File: src/rtl/tcdm_arb_pkg.sv
`default_nettype none
// ============================================================================
//  Module  : tcdm_arb_pkg
//  Purpose : Shared helpers and constants for the TCDM round-robin arbiter.
//            - id_width() : bits needed to carry a master index (>= 1)
//            - TCDM_READ / TCDM_WRITE : encoding of the TCDM wen field
//  Ports   : none (package)
//  Rev     : 1.0  initial release
// ============================================================================
package tcdm_arb_pkg;

  localparam logic TCDM_READ  = 1'b1;
  localparam logic TCDM_WRITE = 1'b0;

  // A single-master configuration still needs one ID bit to keep widths legal.
  function automatic int unsigned id_width(input int unsigned num_mst);
    return (num_mst > 1) ? $clog2(num_mst) : 1;
  endfunction

endpackage
`default_nettype wire

File: src/rtl/tcdm_arb_id_fifo.sv
`default_nettype none
// ============================================================================
//  Module  : tcdm_arb_id_fifo
//  Purpose : In-order FIFO holding the master ID of every in-flight request.
//            Circular buffer with wrap-around read/write pointers, so DEPTH
//            need not be a power of two.
//  Ports   : clk_i, rst_ni (sync, active low)
//            push, data_in      : enqueue an ID (ignored when full)
//            pop                : dequeue head (ignored when empty)
//            head               : ID at the head of the queue
//            full, empty, count : occupancy status
//  Rev     : 1.0  initial release
// ============================================================================
module tcdm_arb_id_fifo #(
  parameter int unsigned DEPTH = 4,
  parameter int unsigned WIDTH = 2,
  localparam int unsigned CNT_W = $clog2(DEPTH + 1),
  localparam int unsigned PTR_W = (DEPTH > 1) ? $clog2(DEPTH) : 1
) (
  input  logic             clk_i,
  input  logic             rst_ni,
  input  logic             push,
  input  logic             pop,
  input  logic [WIDTH-1:0] data_in,
  output logic [WIDTH-1:0] head,
  output logic             full,
  output logic             empty,
  output logic [CNT_W-1:0] count
);

  logic [WIDTH-1:0] r_mem [DEPTH];
  logic [PTR_W-1:0] r_wr_ptr;
  logic [PTR_W-1:0] r_rd_ptr;
  logic [CNT_W-1:0] r_count;
  logic             w_do_push;
  logic             w_do_pop;

  assign full      = (r_count == CNT_W'(DEPTH));
  assign empty     = (r_count == '0);
  assign count     = r_count;
  assign head      = r_mem[r_rd_ptr];
  assign w_do_push = push & ~full;
  assign w_do_pop  = pop & ~empty;

  always_ff @(posedge clk_i) begin
    if (!rst_ni) begin
      r_wr_ptr <= '0;
      r_rd_ptr <= '0;
      r_count  <= '0;
    end else begin
      if (w_do_push) begin
        r_wr_ptr <= (r_wr_ptr == PTR_W'(DEPTH - 1)) ? '0 : r_wr_ptr + 1'b1;
      end
      if (w_do_pop) begin
        r_rd_ptr <= (r_rd_ptr == PTR_W'(DEPTH - 1)) ? '0 : r_rd_ptr + 1'b1;
      end
      case ({w_do_push, w_do_pop})
        2'b10:   r_count <= r_count + 1'b1;
        2'b01:   r_count <= r_count - 1'b1;
        default: r_count <= r_count;
      endcase
    end
  end

  // Storage needs no reset: entries are only read once written.
  always_ff @(posedge clk_i) begin
    if (w_do_push) begin
      r_mem[r_wr_ptr] <= data_in;
    end
  end

endmodule
`default_nettype wire

File: src/rtl/tcdm_rr_port_arbiter.sv
`default_nettype none
// ============================================================================
//  Module  : tcdm_rr_port_arbiter
//  Purpose : Shares one TCDM slave port among NUM_MST masters with
//            round-robin arbitration. Granted master IDs are queued in order
//            and each slave response is routed back to the queue head.
//  Ports   : clk_i, rst_ni (sync, active low)
//            mst_*  : per-master TCDM request / grant / response
//            slv_*  : single TCDM port towards memory
//            outstanding_o : in-flight request count
//            err_o         : sticky, response arrived with no request pending
//  Rev     : 1.0  initial release
// ============================================================================
module tcdm_rr_port_arbiter
  import tcdm_arb_pkg::*;
#(
  parameter int unsigned NUM_MST   = 4,
  parameter int unsigned MAX_OUTST = 4,
  parameter int unsigned ADDR_W    = 32,
  parameter int unsigned DATA_W    = 32,
  localparam int unsigned ID_W  = id_width(NUM_MST),
  localparam int unsigned BE_W  = DATA_W / 8,
  localparam int unsigned CNT_W = $clog2(MAX_OUTST + 1)
) (
  input  logic                           clk_i,
  input  logic                           rst_ni,
  input  logic [NUM_MST-1:0]             mst_req_i,
  output logic [NUM_MST-1:0]             mst_gnt_o,
  input  logic [NUM_MST-1:0][ADDR_W-1:0] mst_add_i,
  input  logic [NUM_MST-1:0]             mst_wen_i,
  input  logic [NUM_MST-1:0][BE_W-1:0]   mst_be_i,
  input  logic [NUM_MST-1:0][DATA_W-1:0] mst_data_i,
  output logic [NUM_MST-1:0][DATA_W-1:0] mst_r_data_o,
  output logic [NUM_MST-1:0]             mst_r_valid_o,
  output logic                           slv_req_o,
  input  logic                           slv_gnt_i,
  output logic [ADDR_W-1:0]              slv_add_o,
  output logic                           slv_wen_o,
  output logic [BE_W-1:0]                slv_be_o,
  output logic [DATA_W-1:0]              slv_data_o,
  input  logic [DATA_W-1:0]              slv_r_data_i,
  input  logic                           slv_r_valid_i,
  output logic [CNT_W-1:0]               outstanding_o,
  output logic                           err_o
);

  logic [ID_W-1:0]  r_ptr;
  logic             r_err;
  logic [ID_W-1:0]  w_sel;
  logic [ID_W-1:0]  w_idx;
  logic             w_any;
  logic             w_hs;
  logic             w_pop;
  logic             w_full;
  logic             w_empty;
  logic [ID_W-1:0]  w_head;
  logic [CNT_W-1:0] w_count;

  // Round-robin scan starting at r_ptr; first requester wins.
  always_comb begin
    w_sel = '0;
    w_idx = '0;
    w_any = 1'b0;
    for (int unsigned k = 0; k < NUM_MST; k++) begin
      w_idx = ID_W'((32'(r_ptr) + k) % NUM_MST);
      if (!w_any && mst_req_i[w_idx]) begin
        w_sel = w_idx;
        w_any = 1'b1;
      end
    end
  end

  // Full blocks the request even if a pop lands this cycle, so r_valid never
  // reaches slv_req_o combinationally.
  assign slv_req_o = rst_ni & w_any & ~w_full;
  assign w_hs      = slv_req_o & slv_gnt_i;
  assign w_pop     = rst_ni & slv_r_valid_i & ~w_empty;

  always_comb begin
    mst_gnt_o  = '0;
    slv_add_o  = '0;
    slv_wen_o  = 1'b0;
    slv_be_o   = '0;
    slv_data_o = '0;
    if (w_hs) begin
      mst_gnt_o[w_sel] = 1'b1;
    end
    if (w_any) begin
      slv_add_o  = mst_add_i[w_sel];
      slv_wen_o  = mst_wen_i[w_sel];
      slv_be_o   = mst_be_i[w_sel];
      slv_data_o = mst_data_i[w_sel];
    end
  end

  always_comb begin
    mst_r_valid_o = '0;
    mst_r_data_o  = '0;
    if (w_pop) begin
      mst_r_valid_o[w_head] = 1'b1;
      mst_r_data_o[w_head]  = slv_r_data_i;
    end
  end

  always_ff @(posedge clk_i) begin
    if (!rst_ni) begin
      r_ptr <= '0;
      r_err <= 1'b0;
    end else begin
      if (w_hs) begin
        r_ptr <= (w_sel == ID_W'(NUM_MST - 1)) ? '0 : w_sel + 1'b1;
      end
      if (slv_r_valid_i && w_empty) begin
        r_err <= 1'b1;
      end
    end
  end

  tcdm_arb_id_fifo #(
    .DEPTH (MAX_OUTST),
    .WIDTH (ID_W)
  ) u_id_fifo (
    .clk_i   (clk_i),
    .rst_ni  (rst_ni),
    .push    (w_hs),
    .pop     (w_pop),
    .data_in (w_sel),
    .head    (w_head),
    .full    (w_full),
    .empty   (w_empty),
    .count   (w_count)
  );

  assign outstanding_o = w_count;
  assign err_o         = r_err;

endmodule
`default_nettype wire

File: config.mk
export PLATFORM = sky130hd
export DESIGN_NAME = tcdm_rr_port_arbiter
export DESIGN_NICKNAME = d
export VERILOG_FILES = /design/src/rtl/tcdm_arb_pkg.sv /design/src/rtl/tcdm_arb_id_fifo.sv /design/src/rtl/tcdm_rr_port_arbiter.sv
export SDC_FILE = /design/constraint.sdc
export NUM_CORES = 1
export LEC_CHECK = 0
export CORE_AREA = 2 2 202 204
export DETAILED_ROUTE_END_ITERATION = 8
export DIE_AREA = 0 0 204 206
export SKIP_CTS_REPAIR_TIMING = 1
export SLEW_MARGIN = 20
export SYNTH_ARGS = -nofsm -noshare
export SYNTH_HDL_FRONTEND = slang
export SYNTH_SLANG_ARGS = --single-unit
File: constraint.sdc
create_clock -name clk_i -period 3.6 [get_ports clk_i]
set_clock_uncertainty 0.1 [all_clocks]
set_input_delay 0.9 -clock clk_i [delete_from_list [all_inputs] [get_ports clk_i]]
set_output_delay 0.9 -clock clk_i [all_outputs]
set_load 0.05 [all_outputs]
==> PnR_summary.wiki <==
{| class="wikitable"
! Metric !! Value
|-
| Maximum number of pins on one net before global-route repair || 34
|-
| Shortest period the worst path allows || 3550 ps
|-
| Finish-stage setup viols || 0
|-
| Static leakage power || 5.25 nW
|-
| Sequential cell area in the final layout || 480 µm²
|-
| Total length of routed wires || 29200 µm
|-
| Path type of the worst min-delay path || flip-flop to flip-flop
|-
| Net count reported at finish || 1379
|-
| Total Neg Setup Slack || 0 ps
|-
| Leading cell types in the layout, fill and taps excluded || clkdlybuf4s50_1 (313), buf_12 (202), and2_1 (124)
|-
| Mapped Area || 3990 µm²
|-
| Count of standard-cell rows || 74
|-
| Pins over their slew limit || 0
|-
| Fraction of synthesized cell area taken by the top area cell type || 0.348
|-
| Max Clock Freq || 281 MHz
|-
| Class of the most critical setup path || input port to primary output
|-
| Via density per instance || 3.81
|-
| Number of hold violations in the final report || 0
|-
| Initial standard-cell utilization of the core || 0.0994
|-
| Seq/Total Area, Yosys || 0.120
|-
| Smallest hold slack || 383 ps
|-
| Number of buffers created by CTS || 3
|-
| Count of buffer and inverter cells on the critical path || 5
|-
| Bufs on Longest Clock Path || 2
|-
| Root buffer selected by CTS || clkbuf_16
|-
| Area used by multi-input combinational logic || 3910 µm²
|-
| Critical Path Max Stage Delay || 290 ps
|-
| Combinational cell fraction of total power || 0.833
|-
| Area of the die || 42000 µm²
|-
| Sum of net half-perimeters after detailed placement || 25100 µm
|-
| Post-synthesis average cell area || 8.29 µm²
|-
| Maximum fanout encountered on the critical timing path || 5
|-
| Library cell with the largest summed area after synthesis || mux2i_1
|-
| Required time reported for the critical path endpoint || 2600 ps
|-
| CTS Sinks || 20
|-
| Cells along the critical path || buf_6, nand2b_1, nor2b_4, o22a_4, clkbuf_16, buf_8, buf_4, mux2i_2, o22ai_2, buf_12
|-
| Clock network fraction of design power || 0.089
|-
| Pwr per Cell Area || 256 nW/µm²
|-
| Top-Level Pins || 526
|-
| Sw frac || 0.444
|-
| Share of total power in sequential cells || 0.079
|-
| Synth warn || 0
|-
| Leading cell types by total area after synthesis || mux2i_1 (35%), and2_1 (21%), o22ai_1 (11%)
|-
| CORE AREA || 40200 µm²
|-
| Primary FF master, synth || dfxtp_1
|-
| TritonRoute pass-1 iters || 4
|-
| Via Count || 6051
|-
| Fillers || 4042
|-
| DRC violation count after routing || 0
|-
| Cell Int Power || 1.90 mW
|-
| Antenna violations before repair || 8
|-
| Post-synth EDFFs || 8
|-
| Cell with the biggest individual delay on the critical path || o22ai_2
|-
| Global placement routability congestion || 0.873
|-
| Overall Global Routing Usage || 0.123
|-
| Critical path arrival || 2550 ps
|-
| Fin crit share || 0.987
|-
| Crit start category || input port
|-
| Number of global-route vias before repair || 6258
|-
| Antenna-violating nets left || 0
|-
| Die width || 204 µm
|-
| Number of synthesized register bits || 20
|-
| TritonCTS clock tree || built
|-
| Clock-pin slew on the worst setup and hold paths || 50 ps
|-
| Die span in y || 206 µm
|-
| Power, Total || 3.42 mW
|-
| Slew of the pin with the lowest slew margin || 595 ps
|-
| Number of buffers added on ports || 525
|-
| Family with the most delay on the worst path || buffers and inverters
|-
| RSZ-0062 raised after global routing || no
|-
| Utilization after layout || 0.332
|-
| Cells after Synth || 482
|-
| Worst IR Drop VDD || 0.241 mV
|-
| Synth Net Count || 809
|-
| Result of the run || finished clean
|-
| Drt initial violations || 142
|-
| Worst slew margin relative to its limit || 0.602
|-
| Share of final-layout standard cells stronger than drive strength 1 || 0.416
|-
| Critical Path End Type || primary output
|-
| Share of async-settable or async-resettable flops after synthesis || 0
|-
| Area growth from synthesis to layout || 234%
|-
| Worst-skew pair later-pin latency || 250 ps
|-
| Commonest non-fill, non-tap cell in the layout || clkdlybuf4s50_1
|-
| Synth unique cells || 37
|-
| Max Cap Viol || 0
|-
| Global-route wire length before repair || 39400 µm
|-
| Average wire per standard cell || 18.4 µm
|-
| Number of H-tree branching levels || 1
|-
| GR Overflow Total || 0
|-
| Power spent charging and discharging nets || 1.52 mW
|}
[registers in the layout, summed over array words and instances, names as in the netlist, named ones only]
name	flops
err_o	1
r_ptr	2
u_id_fifo.count	3
u_id_fifo.r_mem	8
u_id_fifo.r_rd_ptr	2
u_id_fifo.r_wr_ptr	2
[layer usage]
| metal | wire [µm] | GRT usage |
|---|---|---|
| met1 | 10500 | 0.129 |
| met2 | 15600 | 0.244 |
| met3 | 2480 | 0.0301 |
| met4 | 584 | 0.0251 |
| met5 | 12 | 0 |
[synthesized netlist by cell type, drive strengths merged, types with 2 or more instances]
| cell | instances |
|---|---|
| a21oi | 8 |
| and2 | 137 |
| buf | 32 |
| clkbuf | 12 |
| dfxtp | 12 |
| edfxtp | 8 |
| ha | 10 |
| inv | 13 |
| mux2i | 139 |
| mux4 | 2 |
| nand2 | 4 |
| nand2b | 2 |
| nor2 | 12 |
| nor3 | 4 |
| o22ai | 70 |
| or3 | 2 |
| xor2 | 2 |
[cells by family after synthesis]
logic type      after synthesis  share of synthesized area
compound gates               87                      0.141
xor+xnor                      2                    0.00439
fa+ha+maj                    11                     0.0363
buf+inv                      57                     0.0890
flops                        20                      0.120
mux                         141                      0.360
simple gates                164                      0.249
[through the flow]
| stage | cells | area (µm²) | setup WS, ps |
|---|---|---|---|
| after floorplan | 482 | 4410 | -0.629 |
| after global placement | 1568 | 12600 | -356 |
| after detailed placement | 1568 | 12600 | -394 |
| after CTS | 1572 | 12700 | -400 |
| after global routing | 1583 | 13300 | 0.204 |
| final | 1587 | 13300 | 45.5 |
[worst min-delay path, delay by kind of cell (launching register included)]
| family | cells | cell delay (ps) |
|---|---|---|
| flip-flops | 1 | 330 |
| AND/OR/NAND/NOR | 1 | 70 |
| AO/OA/AOI/OAI | 1 | 40 |
[power by group through the flow]
| stage | combinational, mW | clock, mW | sequential [mW] |
|---|---|---|---|
| global route | 2.95 | 0.314 | 0.272 |
| finish | 2.85 | 0.303 | 0.269 |
| global placement | 2.68 | 0 | 0.273 |
| detailed placement | 2.70 | 0 | 0.274 |
| CTS | 2.71 | 0.307 | 0.269 |
| floorplan | 1.30 | 0 | 0.287 |
[worst paths after layout]
| kind | endpoint | startpoint | cells after the start | slack, ps |
|---|---|---|---|---|
| max | slv_add_o[24] | mst_req_i[0] | 10 | 50 |
| min | err_o$_SDFFE_PN0P_ | err_o$_SDFFE_PN0P_ | 2 | 380 |
| max reg2reg | u_id_fifo.count[2]$_SDFFE_PN0P_ | u_id_fifo.count[0]$_SDFFE_PN0P_ | 10 | 1240 |
| min reg2reg | err_o$_SDFFE_PN0P_ | err_o$_SDFFE_PN0P_ | 2 | 380 |
[area by class of cell]
cell class	count	area share
inverter	13	0.00366
antenna	4	0.000750
sequential	20	0.0360
multi-input combinational	405	0.293
tap	532	0.0499
timing repair buffer	609	0.609
clock inverter	1	0.00225
clock buffer	3	0.00562
(Power assumes the default switching activity.)
